$ cat config.mk
export PLATFORM = sky130hd
export DESIGN_NAME = sliding_window_conv_param_flat
export DESIGN_NICKNAME = d
export VERILOG_FILES = /design/src/rtl/sliding_window_conv_param_pkg.sv /design/src/rtl/sliding_window_conv_param_if.sv /design/src/rtl/sliding_window_conv_param_mac.sv /design/src/rtl/sliding_window_conv_param.sv /design/src/flat_wrapper.sv
export SDC_FILE = /design/constraint.sdc
export NUM_CORES = 2
export LEC_CHECK = 0
export ABC_AREA = 1
export CAP_MARGIN = 20
export CORE_MARGIN = 3
export CORE_UTILIZATION = 35
export DETAILED_ROUTE_END_ITERATION = 6
export PLACE_DENSITY = 0.5
export SLEW_MARGIN = 20
export SYNTH_ARGS = -nofsm -noshare
export SYNTH_HDL_FRONTEND = slang
export SYNTH_SLANG_ARGS = --single-unit
export TNS_END_PERCENT = 100
$ cat constraint.sdc
create_clock -name clk -period 12.5 [get_ports clk]
set_clock_uncertainty 0.15 [all_clocks]
set_input_delay 1.875 -clock clk [delete_from_list [all_inputs] [get_ports clk]]
set_output_delay 1.875 -clock clk [all_outputs]
set_load 0.02 [all_outputs]
$ cat src/rtl/sliding_window_conv_param_pkg.sv
// conv_pkg: shared types and helpers for the parametrised sliding-window
// convolution engine.
//   conv_state_t : engine control states
//   out_dim()    : valid-region output size along one dimension
//   cnt_w()      : counter width able to hold 0..n-1 (at least 1 bit)
//   sat_to()     : clamp a wide signed value to a signed data_w-bit range
package conv_pkg;

  typedef enum logic [1:0] {IDLE, LOAD, COMPUTE, DONE} conv_state_t;

  // Widest accumulator sat_to() accepts; callers sign-extend into it.
  localparam int SAT_W = 128;

  function automatic int out_dim(input int img, input int k, input int stride);
    return (img - k) / stride + 1;
  endfunction

  function automatic int cnt_w(input int n);
    return (n <= 2) ? 1 : $clog2(n);
  endfunction

  function automatic logic signed [SAT_W-1:0] sat_to(input logic signed [SAT_W-1:0] acc,
                                                     input int data_w);
    logic signed [SAT_W-1:0] hi;
    logic signed [SAT_W-1:0] lo;
    hi = (SAT_W'(1) <<< (data_w - 1)) - SAT_W'(1);
    lo = -hi - SAT_W'(1);
    if (acc > hi) return hi;
    if (acc < lo) return lo;
    return acc;
  endfunction

endpackage

$ cat src/rtl/sliding_window_conv_param_if.sv
// Host data-port bundle of the convolution engine.
//   write, kernel_write : pixel / coefficient write strobes (host -> engine)
//   data_in             : signed pixel or coefficient       (host -> engine)
//   read                : result read strobe                (host -> engine)
//   data_out, out_valid : registered result and its valid   (engine -> host)
//   busy, done          : computing / results available     (engine -> host)
interface sliding_window_conv_param_if #(parameter int DATA_W = 32);
  logic                     write;
  logic                     kernel_write;
  logic signed [DATA_W-1:0] data_in;
  logic                     read;
  logic signed [DATA_W-1:0] data_out;
  logic                     out_valid;
  logic                     busy;
  logic                     done;

  modport master (output write, kernel_write, data_in, read,
                  input  data_out, out_valid, busy, done);
  modport slave  (input  write, kernel_write, data_in, read,
                  output data_out, out_valid, busy, done);
endinterface

$ cat src/rtl/sliding_window_conv_param_mac.sv
// conv_mac: two-stage signed multiply-accumulate.
//   clk, reset : rising-edge clock, asynchronous active-low reset
//   en, clr    : tap valid / first tap of a window (restarts the sum)
//   a, b       : signed DATA_W operands
//   acc        : ACC_W running sum, acc_vld marks a freshly updated sum
module conv_mac #(
  parameter int DATA_W = 32,
  parameter int ACC_W  = 2*DATA_W+8
) (
  input  logic                     clk,
  input  logic                     reset,
  input  logic                     en,
  input  logic                     clr,
  input  logic signed [DATA_W-1:0] a,
  input  logic signed [DATA_W-1:0] b,
  output logic signed [ACC_W-1:0]  acc,
  output logic                     acc_vld
);
  logic signed [ACC_W-1:0] prod_p1;
  logic signed [ACC_W-1:0] acc_p2;
  logic                    vld_p1;
  logic                    clr_p1;
  logic                    vld_p2;

  always_ff @(posedge clk or negedge reset) begin
    if (!reset) begin
      vld_p1 <= 1'b0;
      clr_p1 <= 1'b0;
      vld_p2 <= 1'b0;
    end else begin
      vld_p1 <= en;
      clr_p1 <= clr;
      vld_p2 <= vld_p1;
    end
  end

  // Stage p1: operands sign-extended before the multiply
  always_ff @(posedge clk) begin
    if (en) prod_p1 <= ACC_W'(a) * ACC_W'(b);
  end

  // Stage p2: accumulate
  always_ff @(posedge clk) begin
    if (vld_p1) acc_p2 <= clr_p1 ? prod_p1 : acc_p2 + prod_p1;
  end

  assign acc     = acc_p2;
  assign acc_vld = vld_p2;
endmodule

$ cat src/rtl/sliding_window_conv_param.sv
// sliding_window_conv_param: buffers an IMG_H x IMG_W raster image, holds a
// run-time loadable K x K signed kernel, computes the strided valid-region
// convolution one tap per cycle through a shared MAC and streams saturated
// results back on read strobes.
//   clk   : rising-edge clock
//   reset : asynchronous active-low reset
//   bus   : host port (slave side), see sliding_window_conv_param_if
module sliding_window_conv_param
  import conv_pkg::*;
#(
  parameter int DATA_W = 32,
  parameter int ACC_W  = 2*DATA_W+8,
  parameter int IMG_H  = 5,
  parameter int IMG_W  = 5,
  parameter int K      = 3,
  parameter int STRIDE = 1
) (
  input logic                         clk,
  input logic                         reset,
  sliding_window_conv_param_if.slave  bus
);
  localparam int OUT_H  = out_dim(IMG_H, K, STRIDE);
  localparam int OUT_W  = out_dim(IMG_W, K, STRIDE);
  localparam int N_OUT  = OUT_H * OUT_W;
  localparam int N_PIX  = IMG_H * IMG_W;
  localparam int N_KER  = K * K;
  localparam int N_TAP  = N_OUT * N_KER;
  localparam int CENTRE = (K/2) * K + K/2;

  localparam int PW  = cnt_w(N_PIX);
  localparam int KIW = cnt_w(N_KER);
  localparam int KW  = cnt_w(K);
  localparam int OXW = cnt_w(OUT_W);
  localparam int OYW = cnt_w(OUT_H);
  localparam int CW  = cnt_w(N_TAP + 2);
  localparam int RW  = cnt_w(N_OUT);

  localparam logic [PW-1:0]  PIX_LAST = PW'(N_PIX - 1);
  localparam logic [KIW-1:0] KI_LAST  = KIW'(N_KER - 1);
  localparam logic [KW-1:0]  K_LAST   = KW'(K - 1);
  localparam logic [OXW-1:0] OX_LAST  = OXW'(OUT_W - 1);
  localparam logic [OYW-1:0] OY_LAST  = OYW'(OUT_H - 1);
  localparam logic [CW-1:0]  TAP_N    = CW'(N_TAP);
  localparam logic [CW-1:0]  CYC_LAST = CW'(N_TAP + 1);
  localparam logic [RW-1:0]  RES_LAST = RW'(N_OUT - 1);

  conv_state_t state, state_nxt;

  logic signed [DATA_W-1:0] img     [N_PIX];
  logic signed [DATA_W-1:0] kernel  [N_KER];
  logic signed [DATA_W-1:0] results [N_OUT];

  logic [PW-1:0]  pidx;
  logic [KIW-1:0] kidx;
  logic [KW-1:0]  kx, ky;
  logic [OXW-1:0] ox;
  logic [OYW-1:0] oy;
  logic [CW-1:0]  cyc;
  logic [RW-1:0]  widx, ridx;

  logic pix_we, ker_we, last_pix, compute_end, rd_fire, rd_last, store;
  logic vld_p0, first_p0, last_p0, last_p1, last_p2, acc_vld_p2;
  logic [PW-1:0]  pix_addr;
  logic [KIW-1:0] ker_addr;
  logic signed [DATA_W-1:0] pix_p0, coef_p0;
  logic signed [ACC_W-1:0]  acc_p2;

  always_comb begin
    pix_we      = (state == IDLE || state == LOAD) && bus.write;
    ker_we      = (state == IDLE) && bus.kernel_write && !bus.write;
    last_pix    = pix_we && (pidx == PIX_LAST);
    // Drain: the last tap needs two more edges to land in the accumulator.
    vld_p0      = (state == COMPUTE) && (cyc < TAP_N);
    compute_end = (state == COMPUTE) && (cyc == CYC_LAST);
    rd_fire     = (state == DONE) && bus.read;
    rd_last     = rd_fire && (ridx == RES_LAST);
    first_p0    = (kx == '0) && (ky == '0);
    last_p0     = (kx == K_LAST) && (ky == K_LAST);
    pix_addr    = PW'((int'(oy) * STRIDE + int'(ky)) * IMG_W + int'(ox) * STRIDE + int'(kx));
    ker_addr    = KIW'(int'(ky) * K + int'(kx));
    pix_p0      = img[pix_addr];
    coef_p0     = kernel[ker_addr];
    store       = acc_vld_p2 && last_p2;
  end

  always_comb begin
    state_nxt = state;
    case (state)
      IDLE, LOAD: if (last_pix) state_nxt = COMPUTE;
                  else if (pix_we) state_nxt = LOAD;
      COMPUTE:    if (compute_end) state_nxt = DONE;
      DONE:       if (rd_last) state_nxt = IDLE;
      default:    state_nxt = IDLE;
    endcase
  end

  always_ff @(posedge clk or negedge reset) begin
    if (!reset) state <= IDLE;
    else        state <= state_nxt;
  end

  always_ff @(posedge clk or negedge reset) begin
    if (!reset) begin
      pidx          <= '0;
      kidx          <= '0;
      kx            <= '0;
      ky            <= '0;
      ox            <= '0;
      oy            <= '0;
      cyc           <= '0;
      widx          <= '0;
      ridx          <= '0;
      last_p1       <= 1'b0;
      last_p2       <= 1'b0;
      bus.busy      <= 1'b0;
      bus.done      <= 1'b0;
      bus.out_valid <= 1'b0;
      bus.data_out  <= '0;
      for (int i = 0; i < N_KER; i++)
        kernel[i] <= (i == CENTRE) ? DATA_W'(1) : '0;
    end else begin
      if (pix_we) pidx <= last_pix ? '0 : pidx + PW'(1);
      if (ker_we) begin
        kernel[kidx] <= bus.data_in;
        kidx         <= (kidx == KI_LAST) ? '0 : kidx + KIW'(1);
      end
      if (state == COMPUTE) cyc <= compute_end ? '0 : cyc + CW'(1);
      // Tap walk: kx fastest, then ky, then output column, then output row.
      if (vld_p0) begin
        if (kx != K_LAST) kx <= kx + KW'(1);
        else begin
          kx <= '0;
          if (ky != K_LAST) ky <= ky + KW'(1);
          else begin
            ky <= '0;
            if (ox != OX_LAST) ox <= ox + OXW'(1);
            else begin
              ox <= '0;
              oy <= (oy == OY_LAST) ? '0 : oy + OYW'(1);
            end
          end
        end
      end
      last_p1 <= vld_p0 && last_p0;
      last_p2 <= last_p1;
      if (store) widx <= (widx == RES_LAST) ? '0 : widx + RW'(1);
      if (rd_fire) begin
        bus.data_out <= results[ridx];
        ridx         <= rd_last ? '0 : ridx + RW'(1);
      end
      bus.out_valid <= rd_fire;
      bus.busy      <= (state_nxt == COMPUTE);
      bus.done      <= (state_nxt == DONE);
    end
  end

  always_ff @(posedge clk) begin
    if (pix_we) img[pidx] <= bus.data_in;
    if (store)  results[widx] <= DATA_W'(sat_to(SAT_W'(acc_p2), DATA_W));
  end

  conv_mac #(.DATA_W(DATA_W), .ACC_W(ACC_W)) u_mac (
    .clk     (clk),
    .reset   (reset),
    .en      (vld_p0),
    .clr     (first_p0),
    .a       (pix_p0),
    .b       (coef_p0),
    .acc     (acc_p2),
    .acc_vld (acc_vld_p2)
  );
endmodule

$ cat src/flat_wrapper.sv
// flat-port wrapper written by rule: the top's interface ports become plain ports
module sliding_window_conv_param_flat import conv_pkg::*;
#(
  parameter int DATA_W = 32,
  parameter int ACC_W  = 2*DATA_W+8,
  parameter int IMG_H  = 5,
  parameter int IMG_W  = 5,
  parameter int K      = 3,
  parameter int STRIDE = 1
)
  (clk, reset, bus_write, bus_kernel_write, bus_data_in, bus_read, bus_data_out, bus_out_valid, bus_busy, bus_done);
  sliding_window_conv_param_if #(.DATA_W(DATA_W)) bus_i ();
  input logic clk;
  input logic reset;
  input wire logic [$bits(bus_i.write)-1:0] bus_write;
  input wire logic [$bits(bus_i.kernel_write)-1:0] bus_kernel_write;
  input wire logic [$bits(bus_i.data_in)-1:0] bus_data_in;
  input wire logic [$bits(bus_i.read)-1:0] bus_read;
  output wire logic [$bits(bus_i.data_out)-1:0] bus_data_out;
  output wire logic [$bits(bus_i.out_valid)-1:0] bus_out_valid;
  output wire logic [$bits(bus_i.busy)-1:0] bus_busy;
  output wire logic [$bits(bus_i.done)-1:0] bus_done;
  assign bus_i.write = bus_write;
  assign bus_i.kernel_write = bus_kernel_write;
  assign bus_i.data_in = bus_data_in;
  assign bus_i.read = bus_read;
  assign bus_data_out = bus_i.data_out;
  assign bus_out_valid = bus_i.out_valid;
  assign bus_busy = bus_i.busy;
  assign bus_done = bus_i.done;
  sliding_window_conv_param #(.DATA_W(DATA_W), .ACC_W(ACC_W), .IMG_H(IMG_H), .IMG_W(IMG_W), .K(K), .STRIDE(STRIDE)) u_core (.clk(clk), .reset(reset), .bus(bus_i));
endmodule
==> summary.md <==
| Metric | Value |
|---|---|
| Wirelength, routed | `383.9 mm` |
| CP top delay family | `adder cells` |
| H-tree levels | `4` |
| Clock root buffer | `clkbuf_16` |
| Min Hold Slack | `218.2 ps` |
| Vias in the first global route | `a little over 80000` |
| Initial antenna violation count | `14` |
| Critical path's slowest cell | `fa_4` |
| Seq/Total Area, Yosys | `approximately 43%` |
| Final #Nets | `12505` |
| Max Freq | `~84 MHz` |
| Reg2reg start | `u_core.ky[0]` |
| Synthesized netlist cell count | `11119` |
| Worst slew margin | `28.17%` |
| DRT Pass-1 Iters | `6` |
| Die area | `around 310000 µm²` |
| Final Hold Viols | `0` |
| Critical Path Stages | `37` |
| Total Neg Setup Slack | `0 ps` |
| Gpl congestion | `around 0.96` |
| CP arrival | `approximately 12000 ps` |
| Routed via count | `a little over 80000` |
| Longest Clk Path Bufs | `4` |
| Worst-Margin Slew | `between 1000 and 1500 ps` |
| Initial Util | `a little over a third` |
| Die Y-Extent | `between 500 and 600 µm` |
| Area growth, synth to finish | `10.45%` |
| CP max stage delay | `between 600 and 700 ps` |
| Critical Path Sink Type | `flop` |
| Number of port buffers | `slightly above 70` |
| Outcome | `finished, final reports clean` |
| Post-Syn Area | `approximately 110000 µm²` |
| Yosys reg bits | `~1600` |
| TritonCTS clock tree | `yes` |
| Clock sink total | `roughly 1600` |
| Hold_buf cts | `0` |
| Post-synthesis net count | `approximately 13000` |
| Crit-path max FO | `between 50 and 60` |
| Crit start category | `flop` |
| Worst R2R Setup Slack | `approximately 560 ps` |
| WP data required | `12970 ps` |
| Total CTS buffers | `182` |
| Setup violators final | `0` |
| WL per Instance | `25.00 µm` |
| Largest net degree at the start of global routing | `about 160` |
| Avg Cell Area, Syn | `9.688 µm²` |
| DR iter-0 viols | `around 7700` |
| Crit path kind | `reg2reg` |
| Row count | `about 200` |
| Top FF cell, synth | `edfxtp_1` |
| Place WS | `around 640 ps` |
| Area after DPL | `roughly 110000 µm²` |
| Area leader, netlist | `edfxtp_1` |
| Most frequent cells after synthesis | `2603 x nand2_1, 1497 x inv_1, 1224 x edfxtp_1, 1160 x nor2_1, 1088 x fa_1` |
| Async set or reset register ratio after synthesis | `22.82%` |
| Hold Path Stages | `0` |
| EDFF count, synth | `roughly 1200` |
| Io pins | `72` |
| Total track usage | `about 24%` |
| Die width | `about 560 µm` |
| Layout cells sized above 1 | `6.465%` |
| Worst hold start | `u_core.last_p1` |
| Post CTS Setup Buffer Count | `0` |
| Yosys warning count | `0` |
| Synth top area cells | `edfxtp_1 34%, fa_1 20%, nand2_1 9.1%` |
| Final period utilization | `about 96%` |
| Hold endpoint | `u_core.last_p2` |
| Minimum clock period | `11940 ps` |
| Hpwl dp | `roughly 270 mm` |
| CP Buf/Inv Count | `11` |
| Unrepaired setup endpoints after global routing | `no` |
| Drt drc | `0` |
| Cell repeated most along the worst path | `fa_1` |
| Cell depth of the worst flop-to-flop path | `37` |
| Total grt overflow | `0` |
| Post-route ant nets | `0` |
| Worst skew pair latency | `about 900 ps` |
| Core box area | `306100 µm²` |
| Reg-to-Reg End | `u_core.u_mac.prod_p1[48]` |
| Most common cell in the netlist | `nand2_1` |
| Post-CTS sizing | `0` |
| HP Class | `reg2reg` |
| Count of cell types in the netlist | `66` |
| Max-cap check violation count | `0` |
| First-pass GRT wire length | `roughly 570 mm` |
| Yosys top cell area share | `34.12%` |
| Final instance area | `119000 µm²` |
| Worst-path clk slew | `around 60 ps` |
| # fillers | `around 30000` |
| Final Max Tran Viols | `0` |
| Drt via density | `around 5.3` |
| Worst setup margin | `about 560 ps` |
worst max path at each step:
stage | start | end
final | u_core.ky[0] | u_core.u_mac.prod_p1[48]
after global routing | u_core.ky[0] | u_core.u_mac.prod_p1[39]
after CTS | u_core.ky[0] | u_core.u_mac.prod_p1[35]
after detailed placement | u_core.ky[0] | u_core.u_mac.prod_p1[35]
after global placement | u_core.ky[0] | u_core.u_mac.prod_p1[39]
after floorplan | u_core.ky[0] | u_core.u_mac.prod_p1[70]
final cells by class:
cell class                      instances  area (µm²)  area share, %
Clock buffer                          243        4957          4.167
Timing Repair Buffer                  311        2720          2.286
Sequential cell                      1586       45830          38.52
Inverter                             1560        5887          4.948
Multi-Input combinational cell       7455       53550          45.01
Clock inverter                         90       883.3         0.7425
Tap cell                             4100        5130          4.312
Antenna cell                           10       25.02        0.02103
worst register-to-register path: cells and delay by family (launching register included):
family | cells | cell delay (ps)
compound gates | 3 | 970
xor+xnor | 1 | 360
fa+ha+maj | 13 | 6350
buf+inv | 11 | 2010
flops | 1 | 490
simple gates | 9 | 1320
logic make-up (layout without fill, tap and decap cells):
kind of cell,count (synthesis),after routing,share of synthesized area (%)
other,0,10,0
adders and majority gates,1372,1372,23.52
xor gates and xnor gates,70,70,0.5692
AOI/OAI and AO/OA,1563,1563,8.705
and+or+nand+nor,4448,4448,16.57
muxes,2,2,0.01859
buffers and inverters,2078,2204,8.087
DFF,1586,1586,42.53
sequential cells by signal (all words and copies together), names as in the netlist, 2 cells and up:
name	count
u_core.state	2
u_core.ky	2
u_core.bus.data_out	32
u_core.kx	2
u_core.results	288
u_core.kernel	288
u_core.img	800
u_core.kidx	4
u_core.u_mac.acc	72
u_core.u_mac.prod_p1	64
u_core.ridx	4
u_core.oy	2
u_core.widx	4
u_core.ox	2
u_core.cyc	7
u_core.pidx	5
layer usage:
layer | wire length, µm | vias up | part of all wire, % | GRT usage, %
met5 | 23 | - | 0.0060 | 0
met4 | 15910 | 4 | 4.1 | 8.983
met3 | 27310 | 647 | 7.1 | 4.075
met2 | 175200 | 3006 | 46 | 38.48
met1 | 165400 | 41304 | 43 | 33.23
li1 | - | 35886 | - | -
cells in the final DEF (no fill, tap or decap), types with 15 or more instances in the layout:
cell type and instances:
o21bai_1 23, clkbuf_1 47, o221ai_1 67, nor4_1 18, xor2_1 49, nand3_1 461
inv_1 1494, a22o_1 52, dfrtp_1 357, and2_1 15, a32o_1 67, nand2_1 2600
nor2_4 28, xnor2_1 21, o21ai_0 682, nand2_2 24, a211oi_1 26, a21oi_1 490
clkinv_2 39, clkdlybuf4s50_1 60, fa_1 1086, clkinv_1 24, or2_2 22, o311ai_2 16
nor3_1 30, buf_4 220, buf_12 18, nand4_1 66, edfxtp_1 1224, clkbuf_16 185
nand3b_1 20, inv_2 55, nor2_1 1132, ha_1 281, o22ai_1 37
stage by stage:
step / utilization [%] / std cells
2_1_floorplan: - / 11119
3_3_place_gp: 36.96 / 15010
3_5_place_dp: 36.97 / 15012
4_1_cts: 38.88 / 15345
5_1_grt: 38.87 / 15347
6_report: 38.87 / 15355
Power is left out: the tool's default activity adds up to more than one toggle a clock period on the data nets, which glitch-free logic cannot reach.
